--- config.mk ---
export PLATFORM = sky130hd
export DESIGN_NAME = hicore_biu_arb
export DESIGN_NICKNAME = d
export VERILOG_FILES = /design/src/rtl/hicore_biu_arb.sv
export SDC_FILE = /design/constraint.sdc
export NUM_CORES = 1
export LEC_CHECK = 0
export CAP_MARGIN = 10
export CORE_AREA = 2 2 126 128
export CTS_BUF_LIST = sky130_fd_sc_hd__clkbuf_16
export CTS_CLUSTER_DIAMETER = 60
export DETAILED_ROUTE_END_ITERATION = 16
export DIE_AREA = 0 0 128 130
export HOLD_SLACK_MARGIN = 0.15
export PLACE_DENSITY = 0.54
export SLEW_MARGIN = 40
export SYNTH_ARGS = -nofsm -noshare
export SYNTH_HDL_FRONTEND = slang
export SYNTH_SLANG_ARGS = --single-unit
--- constraint.sdc ---
create_clock -name clk -period 2.6 [get_ports clk]
set_input_delay 0.39 -clock clk [delete_from_list [all_inputs] [get_ports clk]]
set_output_delay 0.39 -clock clk [all_outputs]
set_load 0.03 [all_outputs]
--- src/rtl/hicore_biu_arb.sv ---
// hicore_biu_arb: two-master ICB arbiter in front of the HiCore BIU slave port.
//   m0_icb_*  : instruction-fetch master (IFU), cmd in / rsp out
//   m1_icb_*  : load/store master (LSU), cmd in / rsp out
//   o_icb_*   : shared command/response channel towards the BIU
// Commands are granted round-robin (or LSU-first when LSU_PRIO=1). A small
// source-ID FIFO records the issuer of each outstanding command so in-order
// responses are steered back. clk/rst: single clock, synchronous active-high reset.
module hicore_biu_arb #(
  parameter int unsigned AW         = 32,
  parameter int unsigned DW         = 32,
  parameter int unsigned OUTS_DEPTH = 2,
  parameter int unsigned LSU_PRIO   = 0
) (
  input  logic            clk,
  input  logic            rst,

  input  logic            m0_icb_cmd_valid,
  output logic            m0_icb_cmd_ready,
  input  logic            m0_icb_cmd_read,
  input  logic [AW-1:0]   m0_icb_cmd_addr,
  input  logic [DW-1:0]   m0_icb_cmd_wdata,
  input  logic [DW/8-1:0] m0_icb_cmd_wmask,
  output logic            m0_icb_rsp_valid,
  input  logic            m0_icb_rsp_ready,
  output logic            m0_icb_rsp_err,
  output logic [DW-1:0]   m0_icb_rsp_rdata,

  input  logic            m1_icb_cmd_valid,
  output logic            m1_icb_cmd_ready,
  input  logic            m1_icb_cmd_read,
  input  logic [AW-1:0]   m1_icb_cmd_addr,
  input  logic [DW-1:0]   m1_icb_cmd_wdata,
  input  logic [DW/8-1:0] m1_icb_cmd_wmask,
  output logic            m1_icb_rsp_valid,
  input  logic            m1_icb_rsp_ready,
  output logic            m1_icb_rsp_err,
  output logic [DW-1:0]   m1_icb_rsp_rdata,

  output logic            o_icb_cmd_valid,
  input  logic            o_icb_cmd_ready,
  output logic            o_icb_cmd_read,
  output logic [AW-1:0]   o_icb_cmd_addr,
  output logic [DW-1:0]   o_icb_cmd_wdata,
  output logic [DW/8-1:0] o_icb_cmd_wmask,
  input  logic            o_icb_rsp_valid,
  output logic            o_icb_rsp_ready,
  input  logic            o_icb_rsp_err,
  input  logic [DW-1:0]   o_icb_rsp_rdata
);

  localparam int unsigned PtrW = (OUTS_DEPTH > 1) ? $clog2(OUTS_DEPTH) : 1;
  localparam int unsigned CntW = $clog2(OUTS_DEPTH + 1);

  logic [CntW-1:0]       cnt_q, cnt_d;
  logic [PtrW-1:0]       wr_ptr_q, wr_ptr_d, rd_ptr_q, rd_ptr_d;
  logic [OUTS_DEPTH-1:0] fifo_q, fifo_d;
  logic                  lock_q, lock_d;
  logic                  gnt_q, gnt_d;
  logic                  rr_last_q, rr_last_d;

  logic gnt, gnt_valid, block, cmd_rdy, nonempty, head, push, pop;

  function automatic logic [PtrW-1:0] ptr_inc(input logic [PtrW-1:0] p);
    return (p == PtrW'(OUTS_DEPTH - 1)) ? '0 : p + 1'b1;
  endfunction

  // Grant: frozen while a command is stalled, otherwise fixed or round-robin.
  always_comb begin
    if (lock_q) begin
      gnt = gnt_q;
    end else if (m0_icb_cmd_valid && m1_icb_cmd_valid) begin
      gnt = (LSU_PRIO != 0) ? 1'b1 : ~rr_last_q;
    end else begin
      gnt = m1_icb_cmd_valid;
    end
  end

  always_comb begin
    // No pass-through when full: a same-cycle pop does not free a slot.
    block     = (cnt_q == CntW'(OUTS_DEPTH));
    gnt_valid = gnt ? m1_icb_cmd_valid : m0_icb_cmd_valid;

    o_icb_cmd_valid  = ~rst & ~block & gnt_valid;
    cmd_rdy          = ~rst & ~block & o_icb_cmd_ready;
    m0_icb_cmd_ready = cmd_rdy & ~gnt;
    m1_icb_cmd_ready = cmd_rdy & gnt;
    o_icb_cmd_read   = gnt ? m1_icb_cmd_read  : m0_icb_cmd_read;
    o_icb_cmd_addr   = gnt ? m1_icb_cmd_addr  : m0_icb_cmd_addr;
    o_icb_cmd_wdata  = gnt ? m1_icb_cmd_wdata : m0_icb_cmd_wdata;
    o_icb_cmd_wmask  = gnt ? m1_icb_cmd_wmask : m0_icb_cmd_wmask;

    // A response with nothing outstanding is ignored entirely.
    nonempty         = ~rst & (cnt_q != '0);
    head             = fifo_q[rd_ptr_q];
    m0_icb_rsp_valid = nonempty & o_icb_rsp_valid & ~head;
    m1_icb_rsp_valid = nonempty & o_icb_rsp_valid & head;
    o_icb_rsp_ready  = nonempty & (head ? m1_icb_rsp_ready : m0_icb_rsp_ready);
    m0_icb_rsp_err   = o_icb_rsp_err;
    m1_icb_rsp_err   = o_icb_rsp_err;
    m0_icb_rsp_rdata = o_icb_rsp_rdata;
    m1_icb_rsp_rdata = o_icb_rsp_rdata;

    push = o_icb_cmd_valid & o_icb_cmd_ready;
    pop  = o_icb_rsp_valid & o_icb_rsp_ready;
  end

  always_comb begin
    cnt_d     = cnt_q;
    wr_ptr_d  = wr_ptr_q;
    rd_ptr_d  = rd_ptr_q;
    fifo_d    = fifo_q;
    lock_d    = lock_q;
    gnt_d     = gnt_q;
    rr_last_d = rr_last_q;

    if (push) begin
      fifo_d[wr_ptr_q] = gnt;
      wr_ptr_d         = ptr_inc(wr_ptr_q);
      rr_last_d        = gnt;
      lock_d           = 1'b0;
    end else if (o_icb_cmd_valid) begin
      lock_d = 1'b1;
      gnt_d  = gnt;
    end

    if (pop) begin
      rd_ptr_d = ptr_inc(rd_ptr_q);
    end

    if (push && !pop) begin
      cnt_d = cnt_q + 1'b1;
    end else if (pop && !push) begin
      cnt_d = cnt_q - 1'b1;
    end
  end

  always_ff @(posedge clk) begin
    if (rst) begin
      cnt_q     <= '0;
      wr_ptr_q  <= '0;
      rd_ptr_q  <= '0;
      fifo_q    <= '0;
      lock_q    <= 1'b0;
      gnt_q     <= 1'b0;
      rr_last_q <= 1'b0;
    end else begin
      cnt_q     <= cnt_d;
      wr_ptr_q  <= wr_ptr_d;
      rd_ptr_q  <= rd_ptr_d;
      fifo_q    <= fifo_d;
      lock_q    <= lock_d;
      gnt_q     <= gnt_d;
      rr_last_q <= rr_last_d;
    end
  end

endmodule

==> reports/metrics.cfg <==
[die]
die_x_um=128
core-area_um2=15400
start_util_pct=13.6
rows=46
fp.dieArea_um2=16600
die_h_um=130
ioPinCount=320

[grt]
gr-usage-met3_pct=3.73
grt_usage_pct=9.30
grt_max_degree=20
grt_pass1_wl_um=12000
grt_antenna_before_repair=0
met1_usage_pct=10.2
top_usage_layer=met2
use_met2_pct=17.4
grt_pass1_vias=2164
overflow=0

[sta]
fin_tns_setup_ps=-11.3
tightest_slew_ps=356
max_clock_freq_mhz=383
hold_violations=0
period_share_pct=100
rsz0062_at_grt=true
period_minus_slack_ps=2610
slew_viol_final=0
setup_ws_ps=-11.3
relSlewSlack_pct=76.2
fin_skew_ps=1.14
setup_viol=1

[cells_and_area]
n_fill_cell=1639
area_growth_pct=91.6
final_common_cell=clkdlybuf4s50_1
n_antenna_cell=0
layout-drive-gt1-share_pct=42.8
final_core_util_pct=26.1
fin_nets=550
final_cell_mix=149 x clkdlybuf4s50_1, 56 x mux2_4, 39 x buf_4, 19 x clkbuf_2, 12 x buf_2

[logic_synthesis]
ys_seq_area_share_pct=8.57
synth_area_per_cell_um2=10.4
netlist_instances=203
async_reset_ff_share_pct=0
ys.flop_type=dfxtp_1
syn-cell-area_um2=2100
synth_warnings=0
synth_edf_count=0
ys_types=35
yosys_register_bits=9
synth.net_count=383

[worst_setup_path]
startpoint=m0_icb_cmd_valid
critPathSlowestCell=clkdlybuf4s50_1
critPathCaptureType=primary output
start_kind=input pin
cp.required_ps=2210
path_cells=clkdlybuf4s50_1 -> nand2_1 -> a31oi_4 -> buf_4 -> buf_12 -> mux2_4 -> dlygate4sd2_1
r2r_start=rd_ptr_q
critical_path_class=input pin to primary output
critPathMaxFanout=19
path_delay_family=buffers and inverters
critPathArrivalTime_ps=2220
crit_buf_inv=4
max_stage_delay_ps=500

[run]
cap_violations=0

[drt]
drt-pass1-iter-count=4
viasPerCell=3.70
ant_nets=0
drt_iter0_markers=35
route.detailed.drc=0
wl_um=9120
avgRoutedWirePerCell_um=16.3
vias=2076

[clock_tree]
clock_latency_ps=240
cts.clk_slew.worst_paths_ps=40
h-tree-depth=1
clock-sinks=9
cts-root-buf=clkbuf_16
cts_tree=yes
hold_buffers=0
cts_made_buffers=3
cts_buffer_depth=2

[outcome]
status=complete, but fails checks
failed_checks=setup timing

[pwr]
power.total_w=0.00165
vdd.ir_drop.worst_mv=0.187
leakage_nw=1.78
power_density_nw_per_um2=409

[min_path]
min_path_type=flop to flop
hold_start=rr_last_q

[place]
dp_hpwl_um=7630
place_congestion=0.817
place_ws_ps=-284
io_buffers=220

[area by class of cell]
cell class,count,area (um2),area share [%]
Multi-Input combinational cell,115,1310,32.6
Clock inverter,1,5.00,0.124
Clock buffer,3,75.1,1.86
Timing Repair Buffer,237,2200,54.6
Inverter,4,15.0,0.373
Sequential cell,9,180,4.47
Tap cell,192,240,5.96
[sequential cells by signal, indices dropped and copies added, names as in the netlist]
name,cells
cnt_q,2
fifo_q,2
gnt_q,1
lock_q,1
rd_ptr_q,1
rr_last_q,1
wr_ptr_q,1
[final timing paths]
path                            cells after the start  slack [ps]                 end
worst min-delay path                                1         500           rr_last_q
worst min register to register                      1         500           rr_last_q
worst max register to register                      6         570            cnt_q[1]
worst max-delay path                                7         -10  o_icb_cmd_addr[20]
[worst reg2reg max path: cells and delay by family, from the launching register on]
family                     cells  cell delay, ps
AOI/OAI and AO/OA              1             140
adders and majority gates      1             310
DFF                            1             360
muxes                          2             500
and+or+nand+nor                2             650
[report_power, final]
| group | switching [W] | total (W) | internal, W |
|---|---|---|---|
| clock | 0.0000702 | 0.000273 | 0.000203 |
| sequential | 0.0000148 | 0.000168 | 0.000153 |
| combinational | 0.000578 | 0.00121 | 0.000630 |
[cells in the mapped netlist, types with 2 or more instances]
library cell	instances	area share [%]
mux2i_1	3	1.4
nor2b_1	3	0.89
xor2_1	2	0.83
o21ai_0	2	0.48
nor2_1	7	1.3
inv_1	3	0.54
a31oi_1	2	0.60
buf_8	5	3.6
a21oi_1	3	0.71
mux2_4	56	40
nand2_1	4	0.71
buf_6	2	1.1
mux2_1	13	7.0
buf_4	66	24
or3_1	2	0.60
buf_2	2	0.48
a311oi_1	2	0.83
dfxtp_1	9	8.6
[cell families after synthesis]
| group | Yosys count | share of synthesized area (%) |
|---|---|---|
| buf+inv | 79 | 29.4 |
| mux | 72 | 48.4 |
| simple gates | 24 | 6.13 |
| compound gates | 16 | 6.07 |
| flops | 9 | 8.57 |
| xor+xnor | 2 | 0.833 |
| fa+ha+maj | 1 | 0.595 |
[routing by layer]
layer | wire, um | vias to the layer above | part of all wire (%)
met1 | 3490 | 942 | 38
met2 | 4570 | 158 | 50
met3 | 1040 | 4 | 11
li1 | - | 972 | -
met4 | 25 | 0 | 0.27
met5 | 0 | - | 0
[per-stage QoR]
stage | cell area [um2] | instances | hold slack [ps]
2_1_floorplan | 2100 | 203 | 466
3_5_place_dp | 3990 | 550 | 499
4_1_cts | 4160 | 560 | 504
5_1_grt | 4030 | 561 | 531
6_report | 4030 | 561 | 503
3_3_place_gp | 3990 | 550 | 482
[timing repair]
| action | 4_1_cts | 5_1_grt |
|---|---|---|
| pin swaps | 1 | 1 |
| resized for setup | 88 | 65 |
| setup buffers | 6 | 1 |
| setup endpoints to repair | 68 | 29 |
| hold endpoints to repair | 0 | 0 |
| cloned | 1 | 0 |
(Power assumes the default switching activity.)
